## src/rtl/ro_sensor_hub.sv

```systemverilog
// ro_sensor_hub: N-channel ring-oscillator edge/duty meter with
// double-buffered snapshots, 6-byte UART frames and a display byte.
module ro_sensor_hub #(
  parameter int N_CH      = 2,
  parameter int COUNT_W   = 16,
  parameter int GATE_LOG2 = 10,
  parameter int CLK_HZ    = 100000000,
  parameter int BAUD      = 9600
) (
  input  logic            fpga_clk1,
  input  logic            reset,
  input  logic            enable,
  input  logic [N_CH-1:0] ring_in,
  input  logic [3:0]      disp_sel,
  output logic [7:0]      disp_value,
  output logic            tx,
  output logic            busy,
  output logic            overrun
);

  localparam int BIT_CYCLES = CLK_HZ / BAUD;
  localparam int BC_W = $clog2(BIT_CYCLES + 1);
  localparam int HI_W = GATE_LOG2 + 1;
  localparam logic [COUNT_W-1:0] CNT_MAX = '1;
  localparam logic [GATE_LOG2-1:0] GATE_MAX = '1;

  typedef enum logic [2:0] {
    S_IDLE, S_LOAD, S_START, S_DATA, S_STOP
  } state_t;

  logic [N_CH-1:0] s1_q, s2_q, s3_q;
  logic [N_CH-1:0] rise_w, high_w;

  logic [GATE_LOG2-1:0] gate_q, gate_d;
  logic [COUNT_W-1:0] edge_q [N_CH];
  logic [COUNT_W-1:0] edge_d [N_CH];
  logic [COUNT_W-1:0] edge_nx [N_CH];
  logic [HI_W-1:0] high_q [N_CH];
  logic [HI_W-1:0] high_d [N_CH];
  logic [HI_W-1:0] high_nx [N_CH];
  logic [HI_W-1:0] duty_sh [N_CH];
  logic [COUNT_W-1:0] snap_cnt_q [N_CH];
  logic [COUNT_W-1:0] snap_cnt_d [N_CH];
  logic [7:0] snap_duty_q [N_CH];
  logic [7:0] snap_duty_d [N_CH];
  logic overrun_q, overrun_d;
  logic term, take;

  state_t state_q, state_d;
  logic [BC_W-1:0] cyc_q, cyc_d;
  logic [2:0] bit_q, bit_d;
  logic [2:0] byte_q, byte_d;
  logic [3:0] ch_q, ch_d;
  logic [7:0] sh_q, sh_d;
  logic tx_q, tx_d;
  logic last_cyc;
  logic [15:0] sel_cnt;
  logic [7:0] sel_duty, chk, byte_val;

  // Synchroniser chain; it carries no state worth clearing on reset.
  always_ff @(posedge fpga_clk1) begin
    s1_q <= ring_in;
    s2_q <= s1_q;
    s3_q <= s2_q;
  end

  assign rise_w = s2_q & ~s3_q;
  assign high_w = s2_q;

  // Gate window, per-channel accumulation and snapshot capture.
  always_comb begin
    term = enable && (gate_q == GATE_MAX);
    take = term && !busy;
    gate_d = enable ? gate_q + 1'b1 : '0;
    overrun_d = overrun_q | (term & busy);
    for (int c = 0; c < N_CH; c++) begin
      edge_nx[c] = edge_q[c];
      if (rise_w[c] && (edge_q[c] != CNT_MAX))
        edge_nx[c] = edge_q[c] + 1'b1;
      high_nx[c] = high_q[c] + HI_W'(high_w[c]);
      edge_d[c] = (enable && !term) ? edge_nx[c] : '0;
      high_d[c] = (enable && !term) ? high_nx[c] : '0;
      duty_sh[c] = high_nx[c] >> (GATE_LOG2 - 8);
      snap_cnt_d[c] = snap_cnt_q[c];
      snap_duty_d[c] = snap_duty_q[c];
      if (take) begin
        snap_cnt_d[c] = edge_nx[c];
        snap_duty_d[c] = (duty_sh[c] > HI_W'(255)) ?
                         8'hFF : duty_sh[c][7:0];
      end
    end
  end

  // Measurement registers.
  always_ff @(posedge fpga_clk1) begin
    if (reset) begin
      gate_q <= '0;
      overrun_q <= 1'b0;
      for (int c = 0; c < N_CH; c++) begin
        edge_q[c] <= '0;
        high_q[c] <= '0;
        snap_cnt_q[c] <= '0;
        snap_duty_q[c] <= '0;
      end
    end else begin
      gate_q <= gate_d;
      overrun_q <= overrun_d;
      for (int c = 0; c < N_CH; c++) begin
        edge_q[c] <= edge_d[c];
        high_q[c] <= high_d[c];
        snap_cnt_q[c] <= snap_cnt_d[c];
        snap_duty_q[c] <= snap_duty_d[c];
      end
    end
  end

  // Display mux and frame byte selection from the snapshot.
  always_comb begin
    sel_cnt = '0;
    sel_duty = '0;
    disp_value = '0;
    for (int c = 0; c < N_CH; c++) begin
      if (ch_q == 4'(c)) begin
        sel_cnt = 16'(snap_cnt_q[c]);
        sel_duty = snap_duty_q[c];
      end
      if (disp_sel == 4'(c))
        disp_value = 8'(snap_cnt_q[c]);
    end
    chk = 8'hA5 ^ {4'h0, ch_q} ^ sel_cnt[15:8]
        ^ sel_cnt[7:0] ^ sel_duty;
    unique case (byte_q)
      3'd0: byte_val = 8'hA5;
      3'd1: byte_val = {4'h0, ch_q};
      3'd2: byte_val = sel_cnt[15:8];
      3'd3: byte_val = sel_cnt[7:0];
      3'd4: byte_val = sel_duty;
      default: byte_val = chk;
    endcase
  end

  // Transmit FSM; LOAD doubles as the first clock of the start bit.
  always_comb begin
    state_d = state_q;
    cyc_d = cyc_q + 1'b1;
    bit_d = bit_q;
    byte_d = byte_q;
    ch_d = ch_q;
    sh_d = sh_q;
    last_cyc = (cyc_q == BC_W'(BIT_CYCLES - 1));
    unique case (state_q)
      S_IDLE: begin
        cyc_d = '0;
        if (take) begin
          state_d = S_LOAD;
          byte_d = '0;
          ch_d = '0;
        end
      end
      S_LOAD: begin
        sh_d = byte_val;
        state_d = S_START;
      end
      S_START: begin
        if (last_cyc) begin
          state_d = S_DATA;
          cyc_d = '0;
          bit_d = '0;
        end
      end
      S_DATA: begin
        if (last_cyc) begin
          cyc_d = '0;
          sh_d = sh_q >> 1;
          if (bit_q == 3'd7) state_d = S_STOP;
          else bit_d = bit_q + 1'b1;
        end
      end
      S_STOP: begin
        if (last_cyc) begin
          cyc_d = '0;
          state_d = S_LOAD;
          if (byte_q == 3'd5) begin
            byte_d = '0;
            if (ch_q == 4'(N_CH - 1)) state_d = S_IDLE;
            else ch_d = ch_q + 1'b1;
          end else begin
            byte_d = byte_q + 1'b1;
          end
        end
      end
      default: state_d = S_IDLE;
    endcase
    tx_d = 1'b1;
    if (state_d == S_LOAD || state_d == S_START) tx_d = 1'b0;
    else if (state_d == S_DATA) tx_d = sh_d[0];
  end

  // Transmit state register; tx is registered so the line never glitches.
  always_ff @(posedge fpga_clk1) begin
    if (reset) begin
      state_q <= S_IDLE;
      cyc_q <= '0;
      bit_q <= '0;
      byte_q <= '0;
      ch_q <= '0;
      sh_q <= '0;
      tx_q <= 1'b1;
    end else begin
      state_q <= state_d;
      cyc_q <= cyc_d;
      bit_q <= bit_d;
      byte_q <= byte_d;
      ch_q <= ch_d;
      sh_q <= sh_d;
      tx_q <= tx_d;
    end
  end

  assign busy = (state_q != S_IDLE);
  assign tx = tx_q;
  assign overrun = overrun_q;

endmodule

```

## config.mk

```make
export PLATFORM = sky130hd
export DESIGN_NAME = ro_sensor_hub
export DESIGN_NICKNAME = d
export VERILOG_FILES = /design/src/rtl/ro_sensor_hub.sv
export SDC_FILE = /design/constraint.sdc
export NUM_CORES = 1
export LEC_CHECK = 0
export CAP_MARGIN = 40
export CORE_MARGIN = 1
export CORE_UTILIZATION = 35
export CTS_CLUSTER_DIAMETER = 80
export DETAILED_ROUTE_END_ITERATION = 6
export REMOVE_ABC_BUFFERS = 1
export SYNTH_ARGS = -nofsm -noshare
export SYNTH_HDL_FRONTEND = slang
export SYNTH_SLANG_ARGS = --single-unit
```

## constraint.sdc

```tcl
create_clock -name fpga_clk1 -period 3.83 [get_ports fpga_clk1]
set_clock_uncertainty 0.2 [all_clocks]
set_input_delay 0.9575 -clock fpga_clk1 [delete_from_list [all_inputs] [get_ports fpga_clk1]]
set_output_delay 0.9575 -clock fpga_clk1 [all_outputs]
set_load 0.02 [all_outputs]
```

# Word-level counts from Yosys, hierarchy flattened
# Memory sizes are Yosys's and may differ from the RTL's.
# Cells that the tools add are included.
[word_totals] regBits=53 ramBits=102 inputBits=9 word_cells=150 mem_count=4
[classes] n_addsub=9 n_lt_le_gt_ge=2 eq_ne=26 n_mux=57 bitwise=17 reduce_logical=22
[memory_table] memory="edge_q" depth=2 word_bits=16 rd=2 rd_clocked_by_memory_dff=0 wr=2 line_no="35" text="logic [COUNT_W-1:0] edge_q [N_CH];"
[memory_table] memory="snap_cnt_q" depth=2 word_bits=16 rd=2 rd_clocked_by_memory_dff=0 wr=2 line_no="42" text="logic [COUNT_W-1:0] snap_cnt_q [N_CH];"
[memory_table] memory="high_q" depth=2 word_bits=11 rd=2 rd_clocked_by_memory_dff=0 wr=2 line_no="38" text="logic [HI_W-1:0] high_q [N_CH];"
[memory_table] memory="snap_duty_q" depth=2 word_bits=8 rd=2 rd_clocked_by_memory_dff=0 wr=2 line_no="44" text="logic [7:0] snap_duty_q [N_CH];"
[op_table] cell="2-to-1 mux 16 bit" count=12
[op_table] cell="2-to-1 mux 8 bit" count=11
[op_table] cell="2-to-1 mux 11 bit" count=4
[op_table] cell="one-hot mux 8 bit (5 select lines)" count=1
[op_table] cell="2-to-1 mux 3 bit" count=11
[op_table] cell="adder 16 x 1 -> 16 bit (second input constant)" count=2
[op_table] cell="!= test 16 bit (second input constant)" count=2
[op_table] cell="one-hot mux 14 bit (2 select lines)" count=1
[op_table] cell="XOR 8 bit" count=3
[op_table] cell="adder 11 x 1 -> 11 bit" count=2
[op_table] cell="equality test 3 x 2 -> 1 bit (second input constant)" count=6
[op_table] cell="> comparator 9 x 8 -> 1 bit (second input constant)" count=2
[op_table] cell="2-to-1 mux 4 bit" count=4
[op_table] cell="one-hot mux 8 bit (2 select lines)" count=1
[op_table] cell="one-hot mux 3 bit (5 select lines)" count=1
[op_table] cell="adder 14 x 1 -> 14 bit (second input constant)" count=1
[op_table] cell="equality test 14 bit (second input constant)" count=1
[op_table] cell="2-to-1 mux 14 bit" count=1
[op_table] cell="!= test 2 bit (second input constant)" count=7
[op_table] cell="equality test 3 bit (second input constant)" count=4
[op_table] cell="one-hot mux 3 bit (2 select lines)" count=2
[op_table] cell="adder 10 x 1 -> 10 bit (second input constant)" count=1
[op_table] cell="equality test 10 bit (second input constant)" count=1
[op_table] cell="equality test 3 x 1 -> 1 bit (second input constant)" count=3
[op_table] cell="other kinds (24)" count=49

# Logic depth before layout (Yosys ltp)
# Gate-level depths: netlist of run 1.
[depth] depth_word=10 mapped_depth=11 depth_no_buf=8

# Worst setup path before layout of run 1
# No wires, ideal clock.
[synth_timing] kind="input -> output" start="in disp_sel[3]" end="out disp_value[0]" arrival_ps=1795 required_time_ps=2673 path_slack_ps=878 path_stages=3 n_path_buf=1 path_cell_list="or3_1 clkbuf_1 nor2_1"
[synth_between] elab_chain_len=3 word_cells_on_any_way=4 classes_between="1 x eq/ne; 2 x mux; 1 x reduce/logical"
[synth_lines] element="start: declaration" line_no="14" text="input logic [3:0] disp_sel,"
[synth_lines] element="zero test 4 bit" line_no="127" text="if (disp_sel == 4'(c))"
[synth_lines] element="2-to-1 mux 8 bit" line_no="127"
[synth_lines] element="2-to-1 mux 8 bit *" line_no="127"
[synth_lines] element="end: declaration" line_no="15" text="output logic [7:0] disp_value,"
# Every way passes the cells marked *; elsewhere a longest branch is shown, timed or not.

# Final worst setup path of run 1
[layout_timing] start="in disp_sel[3]" end="out disp_value[6]"
# Same word-level chain as after synthesis.

==> metrics.txt, run 1 <==
synthesized area per cell=8.32 um^2; Initial Utilization=36.0%; fillcell total=2056; final std cells w/o fill=1168; DR iter-0 viols=332; pins over their slew limit=0; setup violators final=0; GRT Total Usage=16.2%; IO Pins=20; Yosys warnings=0; Final ANT Viol Nets=0; crit path DAT=2.59 ns; Num CTS Buffers=17; Max FO, Critical Path=8; vias in the first global route=5542; total power=0.00335 W; Seq pwr share=about half; clock tree buffer depth=2; Area Growth Syn to Fin=13.7%; Post-CTS Setup Inserts=0; DRT Wirelength=about 17000 um; Post-synth ARST share=0%; initial antenna violation count=0; DR pass1 iterations=5; post-route cell area=8350 um^2; Critical Path End Type=primary output; pwr dens=401 nW/um^2; Internal=0.00262 W; RD Place Congestion=0.847; critical path class=primary input to primary output; Sw Ratio=21.8%; root buffer cell=clkbuf_16; core area=20400 um^2; Post-synth EDFFs=0; Cell Area, Placed=7750 um^2; die width=between 100 and 150 um; setup_tns=0 ns; global-route wire length before repair=27800 um; Hold Path Class=flop to flop; worst skew pair latency=0.43 ns; H-Tree Level Count=4; via count=about 6000; Overflow after GRT=0; LEAKAGE=2.82 nW; startpoint class of the critical path=primary input; Post-Synthesis Cells=882; status=completed; worst rel slew slack=39.6%; synthesized cell area=7340 um^2; slowest cell on the critical path=clkdlybuf4s50_1; layout cells sized above 1=6.57%; fin crit share=97.9%; TritonCTS clock tree=done; buffers added on ports=19; DP HPWL=11500 um; footprint of the multi-input gates=3930 um^2; CP delay by family, top=buffers and inverters; placed insts=1136; Avg WL per Cell=14.3 um; CTS Sinks=roughly 160; worst vdd ir=0.252 mV; Yosys reg bits=155; Logic pwr share=1.7%; CP cell instances=clkdlybuf4s50_1 -> or3_1 -> nor2_1 -> clkdlybuf4s50_1; NumNets Final=roughly 910; fin crit period=3.75 ns; FP Rows=52; # diodes=0; Via-to-Cell Ratio=5.12; worst-margin pin slew=0.899 ns; Primary FF master, synth=dfxtp_1; Buf/Inv on CP=2; NetSw=between 0.0007 and 0.0008 W; largest net degree at the start of global routing=72; final hold violations=0; post-synthesis sequential area ratio=42.3%; die area=21600 um^2; Worst path most repeated cell=clkdlybuf4s50_1; FF/Latch Area=3100 um^2; CP required=~2.7 ns; Die Ht=approximately 150 um; Max Clock Freq=about 270 MHz; # DRC=0; max cap viols=0; post-synth cell types=62; clock power share=49.8%; CTS clk-pin slew, worst paths=0.06 ns; unrepaired setup endpoints after global routing=false; CP max stage delay=0.61 ns
==> flip-flops by register name, indices dropped and copies added, names as in the netlist, 3 cells and up <==
register	cells
edge_q	32
snap_duty_q	16
snap_cnt_q	32
sh_q	8
gate_q	10
byte_q	3
state_q	3
bit_q	3
cyc_q	14
high_q	22
ch_q	4
==> layout make-up <==
| class | count | area share [%] |
|---|---|---|
| well taps | 270 | 4.05 |
| clock buffers | 19 | 5.31 |
| repair buffers | 31 | 3.69 |
| clock inverters | 13 | 1.74 |
| multi-input cells | 658 | 47.1 |
| flip-flops and latches | 155 | 37.2 |
| inverters | 22 | 0.989 |
==> final timing paths <==
check | slack, ns | cells past startpoint | startpoint | to
setup / recovery | 0.08 | 4 | disp_sel[3] | disp_value[6]
hold / removal | 0.13 | 0 | s1_q[1]$_DFF_P_ | high_w[1]$_DFF_P_
setup reg to reg | 1.06 | 7 | gate_q[0]$_SDFF_PP0_ | snap_cnt_q[0][20]$_SDFFE_PP0P_
hold reg to reg | 0.13 | 0 | s1_q[1]$_DFF_P_ | high_w[1]$_DFF_P_
==> metrics by stage <==
step / utilization (%) / setup slack [ns] / hold slack, ns
2_1_floorplan: - / 0.766 / 0.110
3_3_place_gp: 38.1 / 0.0882 / 0.113
3_5_place_dp: 38.1 / 0.0746 / 0.114
4_1_cts: 40.9 / 0.0661 / 0.129
5_1_grt: 41.0 / 0.00354 / 0.138
6_report: 41.0 / 0.0801 / 0.126
==> kinds of logic after synthesis <==
| family | count (synthesis) | synth area share (%) |
|---|---|---|
| AO/OA/AOI/OAI | 164 | 14.7 |
| XOR/XNOR | 83 | 10.1 |
| adder cells (fa/ha/maj) | 14 | 2.39 |
| buffers and inverters | 69 | 4.21 |
| flip-flops | 155 | 42.3 |
| multiplexers | 14 | 1.94 |
| AND/OR/NAND/NOR | 383 | 24.3 |
==> Yosys cell counts, drive strengths merged, types with 4 or more instances <==
| cell type | instances | share of area [%] |
|---|---|---|
| nor3 | 13 | 0.89 |
| or2 | 6 | 0.55 |
| o22ai | 5 | 0.43 |
| inv | 22 | 1.1 |
| dfxtp | 155 | 42 |
| and2 | 4 | 0.34 |
| a22oi | 13 | 1.3 |
| nand2b | 4 | 0.34 |
| mux2i | 12 | 1.6 |
| buf | 8 | 0.87 |
| nor2b | 6 | 0.51 |
| nand3 | 34 | 2.3 |
| a211oi | 48 | 5.0 |
| nand2 | 64 | 3.3 |
| or3 | 6 | 0.51 |
| ha | 14 | 2.4 |
| and3 | 14 | 1.2 |
| nand4 | 13 | 1.1 |
| o21ai | 25 | 1.8 |
| a21oi | 43 | 2.9 |
| xor2 | 43 | 5.1 |
| clkbuf | 38 | 2.1 |
| nor2 | 187 | 9.8 |
| xnor2 | 39 | 4.7 |
| o211ai | 7 | 0.72 |
| nand3b | 15 | 1.5 |
==> power groups by stage <==
stage	clock network, W	registers, W	logic (W)
final	0.00167	0.00162	0.0000577
after global routing	0.00178	0.00162	0.0000646
after CTS	0.00170	0.00162	0.0000587
after detailed placement	0	0.00166	0.0000583
after global placement	0	0.00166	0.0000583
after floorplan	0	0.00166	0.0000224
==> metal layers <==
| layer | vias to the layer above | track usage, % | wire length (um) |
|---|---|---|---|
| met1 | 2814 | 22.4 | 8500 |
| met3 | 15 | 4.53 | 733 |
| met5 | - | 0 | 0 |
| li1 | 3053 | - | - |
| met2 | 93 | 24.3 | 7310 |
| met4 | 0 | 4.48 | 168 |
==> worst reg2reg max path, delay by kind of cell (launching register included) <==
family                     cells  cell delay (ns)
DFF                            1             0.35
adders and majority gates      1             0.19
AOI/OAI and AO/OA              1             0.25
buffers and inverters          1             0.44
and+or+nand+nor                4             1.23
==> timing repair <==
action | 4_1_cts | 5_1_grt
setup endpoints to repair | 0 | 3
endpoints found under the hold margin | 0 | 0
hold buffers | 0 | 0
resized for setup | 0 | 3
==> layout by cell type, fill, tap and decap left out, types with 3 or more instances in the layout <==
master           instances
nand3b_1                15
o211ai_1                 7
and3b_1                  3
a211oi_1                47
ha_1                    14
clkinvlp_4               3
nor2b_1                  6
xor2_1                  43
dlymetal6s2s_1           3
a22oi_1                 13
o22ai_1                  5
or2_2                    5
inv_1                   22
nand3_1                 34
and2_1                   4
nor2_1                 186
clkdlybuf4s50_1         15
nand2_1                 64
nand2b_1                 4
nor3_1                  13
clkbuf_16               17
a21oi_1                 43
nand4_1                 13
or3_1                    6
dfxtp_1                155
o21ai_0                 24
buf_4                   10
clkinv_4                 5
a21o_1                   3
xnor2_1                 39
a22o_1                   3
and3_1                  14
mux2i_1                 12
Note: power is estimated with default switching activity, not from simulation.
==> run 2, diff against run 1 <==
==> constraint.sdc (replaced) <==
create_clock -name fpga_clk1 -period 3.83 [get_ports fpga_clk1]
set_clock_uncertainty 0.2 [all_clocks]
set_input_delay 0.766 -clock fpga_clk1 [delete_from_list [all_inputs] [get_ports fpga_clk1]]
set_output_delay 0.766 -clock fpga_clk1 [all_outputs]
set_load 0.02 [all_outputs]
==> run 2 against run 1 <==
  * Clock-buffer cell count shrank 1
  * Die area is the same
  * Register-to-register slack lost 0.11 ns
  * Sequential cell count is the same
  * Global-route usage grew 0.42 points
==> metrics.txt, run 2 (synthesized netlist as in run 1, its figures left out) <==
fin crit period=3.36 ns (was 3.75 ns); pwr dens=413 nW/um^2 (was 401 nW/um^2); Largest regs=edge_q: 32 flops, snap_cnt_q: 32 flops, high_q: 22 flops (unchanged); TritonCTS clock tree=done (unchanged); worst rel slew slack=43.6% (was 39.6%); total power=0.00346 W (was 0.00335 W); Post-CTS Setup Inserts=0 (unchanged); NumNets Final=909 (was 908); CP required=2.86 ns (was 2.67 ns); fin util=41.1% (was 41.0%); Worst R2R Start=ch_q[1]$_SDFFE_PP0P_ (was gate_q[0]$_SDFF_PP0_); via count=5975 (unchanged); global-route wire length before repair=28400 um (was 27800 um); most frequent cells in the layout=nor2_1, dfxtp_1, nand2_1 (unchanged); placed insts=1137 (was 1136); largest net degree at the start of global routing=72 (unchanged); # DRC=0 (unchanged); worst vdd ir=0.249 mV (was 0.252 mV); root buffer cell=clkbuf_16 (unchanged); WL met1=8510 um (was 8500 um); worst-margin pin slew=0.840 ns (was 0.899 ns); Min Hold Slack=0.129 ns (was 0.126 ns); Hold Path Class=flop to flop (unchanged); DR WL met2=7290 um (was 7310 um); RR Endpoint=tx$_SDFF_PP1_ (was snap_cnt_q[0][20]$_SDFFE_PP0P_); Post-CTS Resized=0 (unchanged); worst r2r path cells=9 (was 7); Initial Utilization=36.0% (unchanged); hold path start=s1_q[0]$_DFF_P_ (was s1_q[1]$_DFF_P_); clock tree buffer depth=2 (unchanged); Final ANT Viol Nets=0 (unchanged); status=completed (unchanged); core area=20400 um^2 (unchanged); DR iter-0 viols=379 (was 332); critical path class=primary input to primary output (unchanged); startpoint class of the critical path=primary input (unchanged); initial antenna violation count=0 (unchanged); # diodes=0 (unchanged); R2R setup slack=0.95 ns (was 1.06 ns); DP HPWL=11600 um (was 11500 um); crit path DAT=2.39 ns (was 2.59 ns); vias in the first global route=5590 (was 5542); highest metal layer with signal wires=met4 (unchanged); commonest non-fill, non-tap cell in the layout=nor2_1 (unchanged); Via-to-Cell Ratio=5.11 (was 5.12); final std cells w/o fill=1169 (was 1168); die width=147 um (unchanged); IO Pins=20 (unchanged); CTS Sinks=155 (unchanged); Die Ht=147 um (unchanged); fillcell total=2070 (was 2056); layout cells sized above 1=6.79% (was 6.57%); GRT Total Usage=16.6% (was 16.2%); worst skew pair latency=0.44 ns (was 0.43 ns); Num CTS Buffers=17 (unchanged); buffers added on ports=19 (unchanged); Max FO, Critical Path=8 (unchanged); Overflow after GRT=0 (unchanged); Met3 Routed Length=779 um (was 733 um); hold path cells=0 (unchanged); RD Place Congestion=0.881 (was 0.847); H-Tree Level Count=4 (unchanged); Area Growth Syn to Fin=14.0% (was 13.7%); final hold violations=0 (unchanged); die area=21600 um^2 (unchanged); DR pass1 iterations=5 (unchanged); CTS clk-pin slew, worst paths=0.07 ns (was 0.06 ns); Avg WL per Cell=14.4 um (was 14.3 um); Max Clock Freq=298 MHz (was 267 MHz); max cap viols=0 (unchanged); Critical Path End Type=primary output (unchanged); CTS Hold Bufs=0 (unchanged); hold worst-path end=high_w[0]$_DFF_P_ (was high_w[1]$_DFF_P_); fin crit share=87.7% (was 97.9%); setup_tns=0 ns (unchanged); pins over their slew limit=0 (unchanged); LEAKAGE=2.79 nW (was 2.82 nW); FP Rows=52 (unchanged); DRT Wirelength=16800 um (was 16700 um); setup violators final=0 (unchanged); unrepaired setup endpoints after global routing=false (unchanged)
-- run 2: metal layers --
metal	vias to the layer above	track usage, %
met5	-	0
met4	0	5.89
met3	21	4.13
met2	115	25.0
met1	2787	22.8
li1	3052	-
-- run 2: where the power goes --
part	internal, W	switching [W]
Combinational	0.0000193	0.0000357
Clock	0.00106	0.000724
Sequential	0.00162	0.00000372
-- run 2: worst max-delay path by stage --
stage                          from       endpoint  slack (ns)  depth (start not counted)
2_1_floorplan  ch_q[1]$_SDFFE_PP0P_  tx$_SDFF_PP1_        0.77                          8
3_5_place_dp            disp_sel[3]  disp_value[7]        0.47                          4
3_3_place_gp            disp_sel[3]  disp_value[4]        0.47                          4
4_1_cts                 disp_sel[3]  disp_value[4]        0.46                          4
5_1_grt                 disp_sel[3]  disp_value[0]        0.37                          4
6_report                disp_sel[3]  disp_value[4]        0.47                          4
-- run 2: through the flow --
step	area, um^2	setup slack, ns
3_5_place_dp	7750	0.473
5_1_grt	8370	0.366
4_1_cts	8370	0.462
2_1_floorplan	7110	0.766
3_3_place_gp	7750	0.472
6_report	8370	0.471
-- run 2: critical path, cell delays in order --
cell,delay [ns]
clkdlybuf4s50_1,0.39
or3_1,0.48
nor2_1,0.15
clkdlybuf4s50_1,0.61
-- run 2: cell type report --
class / count / area [um^2] / area share (%)
inverters: 22 / 82.6 / 0.987
clock inverters: 14 / 183 / 2.18
clock buffers: 18 / 439 / 5.25
well taps: 270 / 338 / 4.04
flip-flops and latches: 155 / 3100 / 37.1
multi-input cells: 658 / 3930 / 46.9
repair buffers: 32 / 295 / 3.53
==> RTL edit 1: new RTL, config.mk and constraints of run 1 <==
Add an input register stage for `enable`, `ring_in` and `disp_sel`, without a reset; this delays them by one clock.
--- a/src/rtl/ro_sensor_hub.sv
+++ b/src/rtl/ro_sensor_hub.sv
@@ -28,6 +28,16 @@
     S_IDLE, S_LOAD, S_START, S_DATA, S_STOP
   } state_t;
 
+  logic enable_q;
+  logic [N_CH-1:0] ring_q;
+  logic [3:0] disp_sel_q;
+
+  always_ff @(posedge fpga_clk1) begin
+    enable_q   <= enable;
+    ring_q     <= ring_in;
+    disp_sel_q <= disp_sel;
+  end
+
   logic [N_CH-1:0] s1_q, s2_q, s3_q;
   logic [N_CH-1:0] rise_w, high_w;
 
@@ -59,7 +69,7 @@
 
   // Synchroniser chain; it carries no state worth clearing on reset.
   always_ff @(posedge fpga_clk1) begin
-    s1_q <= ring_in;
+    s1_q <= ring_q;
     s2_q <= s1_q;
     s3_q <= s2_q;
   end
@@ -69,17 +79,17 @@
 
   // Gate window, per-channel accumulation and snapshot capture.
   always_comb begin
-    term = enable && (gate_q == GATE_MAX);
+    term = enable_q && (gate_q == GATE_MAX);
     take = term && !busy;
-    gate_d = enable ? gate_q + 1'b1 : '0;
+    gate_d = enable_q ? gate_q + 1'b1 : '0;
     overrun_d = overrun_q | (term & busy);
     for (int c = 0; c < N_CH; c++) begin
       edge_nx[c] = edge_q[c];
       if (rise_w[c] && (edge_q[c] != CNT_MAX))
         edge_nx[c] = edge_q[c] + 1'b1;
       high_nx[c] = high_q[c] + HI_W'(high_w[c]);
-      edge_d[c] = (enable && !term) ? edge_nx[c] : '0;
-      high_d[c] = (enable && !term) ? high_nx[c] : '0;
+      edge_d[c] = (enable_q && !term) ? edge_nx[c] : '0;
+      high_d[c] = (enable_q && !term) ? high_nx[c] : '0;
       duty_sh[c] = high_nx[c] >> (GATE_LOG2 - 8);
       snap_cnt_d[c] = snap_cnt_q[c];
       snap_duty_d[c] = snap_duty_q[c];
@@ -124,7 +134,7 @@
         sel_cnt = 16'(snap_cnt_q[c]);
         sel_duty = snap_duty_q[c];
       end
-      if (disp_sel == 4'(c))
+      if (disp_sel_q == 4'(c))
         disp_value = 8'(snap_cnt_q[c]);
     end
     chk = 8'hA5 ^ {4'h0, ch_q} ^ sel_cnt[15:8]
Function: no difference found for any inputs over 10 cycles, from zero or initial values and one cycle with reset high; that may be too few to reach the edited logic, so the function may still have changed.
==> RTL edit 1 against run 1 <==
  * Register-to-register slack worse by 80 ps
  * Sequential cell count up 7
  * Highest routed layer unchanged
  * Count of clock-buffer cells in the layout down 1
  * Area after synthesis up 1.8%
  * Worst setup slack better by 510 ps
  * Maximum frequency up 16%
  * Hold slack better by 2.6 ps
  * Cell area up 1.6%
  * Total power up 3.2%
  * Core utilization down 0.50 points
  * Routed wire length about the same
  * Non-clock buffer count down 2
  * Sequential share of layout area up 1.1 points
==> RTL edit 1: results (changes against run 1) <==
Library cells used by synthesis - 63 (+1.6%)
Arrival @ worst endpoint - 2090 ps (-500 ps)
Largest net degree at the start of global routing - 55 (-24%)
Layout cells sized above 1 - 0.0570 (-0.00865)
Fin nets - 904 (-0.44%)
Multiplexer share of the synthesized area - 0.0174 (-0.00202)
GRT Util Overall - 0.161 (-0.000229)
Seq/Total Area, Yosys - 0.434 (+0.0113)
Wl on met1 - 8400 um (-1.2%)
DPL Wire Length - 11800 um (+2.5%)
Top cells by area, synth - dfxtp_1 43%, nor2_1 8.2%, xor2_1 5.3%, nand2_1 4.5%, a211oi_1 4.1%
First-pass GRT wire length - 28200 um (+1.2%)
Mean post-synth cell area - 8.48 um^2 (+1.9%)
Final worst slack - 586 ps (+506 ps)
R2R Setup Slk - 980 ps (-80 ps)
Worst r2r src - ch_q[1]$_SDFFE_PP0P_
Largest stage delay, worst path - 630 ps (+20 ps)
Placed Cells - 1137 (+0.088%)
Routed wl met3 - 639 um (-13%)
CP max FO - 14 (+6)
DR iter-0 viols - 327 (-1.5%)
Placer Congestion - 0.903 (+6.7%)
Met3 usage - 0.0383 (-0.00700)
Outcome - finished, final reports clean
Max VDD drop - 0.234 mV (-7.1%)
Synth Area in Compound Gates - 0.145 (-0.00243)
Crit path to - busy
==> RTL edit 1: power by group <==
| part | internal, uW | total, uW | switching [uW] |
|---|---|---|---|
| registers | 1700 | 1700 | 6.96 |
| logic | 22.2 | 58.9 | 36.7 |
| clock network | 930 | 1690 | 762 |
| total | 2650 | 3450 | 806 |
==> RTL edit 1: logic make-up (layout without fill, tap and decap cells) <==
group / count (synthesis) / after routing
AND/OR/NAND/NOR: 381 / 381
flip-flops: 162 / 162
AO/OA/AOI/OAI: 159 / 159
XOR/XNOR: 82 / 82
buffers and inverters: 70 / 83
adder cells (fa/ha/maj): 14 / 14
multiplexers: 13 / 13
==> RTL edit 1: cell type report <==
cell class	instances	area, um^2
clock buffer	18	429
clock inverter	14	164
fill	2152	12500
inverter	22	82.6
multi-input combinational	649	3950
sequential	162	3240
tap	275	344
timing repair buffer	29	273
==> RTL edit 2: new RTL, config.mk and constraints of run 1 <==
Without the edit above. Set the parameter `N_CH` to 4 (it was 2).
--- a/src/rtl/ro_sensor_hub.sv
+++ b/src/rtl/ro_sensor_hub.sv
@@ -1,7 +1,7 @@
 // ro_sensor_hub: N-channel ring-oscillator edge/duty meter with
 // double-buffered snapshots, 6-byte UART frames and a display byte.
 module ro_sensor_hub #(
-  parameter int N_CH      = 2,
+  parameter int N_CH      = 4,
   parameter int COUNT_W   = 16,
   parameter int GATE_LOG2 = 10,
   parameter int CLK_HZ    = 100000000,
Ports: changed (resized ring_in); port bits go from 20 to 22. The function was not compared with the original's and may differ.
==> RTL edit 2 against run 1 <==
  * Count of clock-buffer cells in the layout grew 20
  * Non-clock buffer count increased by 18
  * Critical path depth rose by 1
  * Cell area increased by 61%
  * Sequential cell count is 108 higher
  * Worst setup slack got worse by 42 ps
  * Core utilization fell by 0.074 points
  * Routed wire length grew 76%
  * Synthesized cell count grew 54%
  * Total power rose by 68%
  * Sequential share of layout area up 2.0 points
  * Clock power rose by 66%
  * Area after synthesis grew 61%
  * Critical endpoint is now disp_value[7]
  * Largest power group unchanged
==> RTL edit 2: results (changes against run 1) <==
Library cells used by synthesis - 68 (+9.7%)
Placed Cells - 1772 (+56%)
Arrival @ worst endpoint - 2630 ps (+40 ps)
Fillers - 3348 (+63%)
Post-Synth XOR/XNOR Area - 0.0971 (-0.00386)
Via count - 9575 (+60%)
Top flop regs - edge_q x64, snap_cnt_q x64, high_q x44
Fin nets - 1393 (+53%)
Layout cells sized above 1 - 0.0660 (+0.000336)
Grt ovf - 0 (unchanged)
H-tree depth - 1 (-3)
Outcome - finished, final reports clean
Mean post-synth cell area - 8.70 um^2 (+4.6%)
Total CTS buffers - 29 (+12)
Psw - 1180 uW (+62%)
CP max FO - 8 (unchanged)
Total setup buffers inserted after CTS - 0 (unchanged)
Largest net degree at the start of global routing - 83 (+15%)
First-pass GRT wire length - 47700 um (+72%)
First-pass iteration count of the detailed router - 5 (unchanged)
Reg clk slew, reported paths - 50 ps
Initial antenna violation count - 0 (unchanged)
GRT Util Overall - 0.173 (+0.0114)
Root Driver - clkbuf_16
Max Root-Sink Buffers - 3 (+1)
Placer Congestion - 0.895 (+5.7%)
Seq/Total Area, Yosys - 0.445 (+0.0226)
Post-synthesis adder-cell area fraction - 0.0222 (-0.00164)
Leak - 0.00441 uW (+57%)
Top post-synthesis cells by count - 267 x nor2_1, 263 x dfxtp_1, 91 x nand2_1, 89 x a211oi_1, 67 x xor2_1
PortBufs - 21 (+2)
DPL Wire Length - 20900 um (+82%)
Actual slew at the worst max-slew pin - 871 ps (-28.1 ps)
Vias in the first global route - 8922 (+61%)
Async SR Flop Fraction - 0 (unchanged)
Wire per inst - 16.2 um (+13%)
Vias per Instance - 5.26 (+2.8%)
Top cells by area, synth - dfxtp_1 45%, nor2_1 8.5%, a211oi_1 5.7%, xor2_1 5.0%, xnor2_1 4.7%
Multiplexer share of the synthesized area - 0.0220 (+0.00258)
Synth warn - 0 (unchanged)
Later-pin clock latency in the skew report - 550 ps (+120 ps)
Diodes inserted - 0 (unchanged)
DR iter-0 viols - 544 (+64%)
Max VDD drop - 0.249 mV (-1.1%)
Hold Path Class - reg2reg
Synth Area in Compound Gates - 0.151 (+0.00337)
[RTL edit 2: cell count changes in the layout (fill, tap and decap cells not counted), moves of 13 or more]
cell	before	now
nand3_1	34	59
nand2_1	64	91
nand2b_1	4	17
nor2_1	186	267
a211oi_1	47	89
dfxtp_1	155	263
buf_4	10	26
xor2_1	43	67
xnor2_1	39	64
[RTL edit 2: path summary, 6_finish.rpt]
check                  endpoint  slack, ps                  from  cells after the start
min reg2reg   high_w[0]$_DFF_P_        130       s1_q[0]$_DFF_P_                      0
min           high_w[0]$_DFF_P_        130       s1_q[0]$_DFF_P_                      0
max               disp_value[7]         40           disp_sel[1]                      5
max reg2reg  sh_q[0]$_SDFF_PP0_        440  ch_q[1]$_SDFFE_PP0P_                      9
[RTL edit 2: final cells by class]
type,instances,area share
clock buffer,39,0.0605
clock inverter,9,0.00930
inverter,21,0.00586
multi-input combinational,997,0.458
sequential,263,0.392
tap,442,0.0411
timing repair buffer,49,0.0332
[RTL edit 2: power groups by stage]
stage                     Clock, uW  Combinational [uW]  Sequential [uW]
after CTS                      2830                99.7             2760
final                          2780                98.0             2760
after global placement            0                97.5             2820
after global routing           2970                 108             2760
after detailed placement          0                99.5             2820
after floorplan                   0                36.2             2810
[RTL edit 2: what timing repair did]
action                                 CTS  global route
resized for setup                        9             0
setup endpoints to repair                8             0
endpoints found under the hold margin    0             0
[RTL edit 2: logic make-up after synthesis]
logic type | count (synthesis)
AO/OA/AOI/OAI | 252
buffers and inverters | 98
AND/OR/NAND/NOR | 577
flip-flops | 263
XOR/XNOR | 131
multiplexers | 16
adder cells (fa/ha/maj) | 21
[RTL edit 2: through the flow]
| step | setup WS, ps | area (um^2) | hold slack (ps) | setup TNS (ps) | total power [uW] |
|---|---|---|---|---|---|
| floorplan | -805 | 11500 | 110 | -48740 | 2850 |
| global placement | -217 | 12500 | 112 | -1020 | 2910 |
| detailed placement | -223 | 12500 | 114 | -1030 | 2920 |
| CTS | 27.0 | 13400 | 127 | 0 | 5690 |
| global route | 7.19 | 13400 | 134 | 0 | 5830 |
| finish | 37.9 | 13400 | 126 | 0 | 5630 |
[RTL edit 2: routing by layer]
| layer | global-route usage | share of wire | vias to the layer above |
|---|---|---|---|
| met5 | 0 | 0 | - |
| li1 | - | - | 4760 |
| met4 | 0.0446 | 0.024 | 0 |
| met1 | 0.246 | 0.48 | 4546 |
| met2 | 0.273 | 0.44 | 217 |
| met3 | 0.0235 | 0.050 | 52 |
[RTL edit 2: worst max-delay path, cell delays in order]
cell             delay (ps)
clkdlybuf4s50_1         510
buf_12                  150
mux4_2                  560
nor2b_1                 170
clkdlybuf4s15_1         290
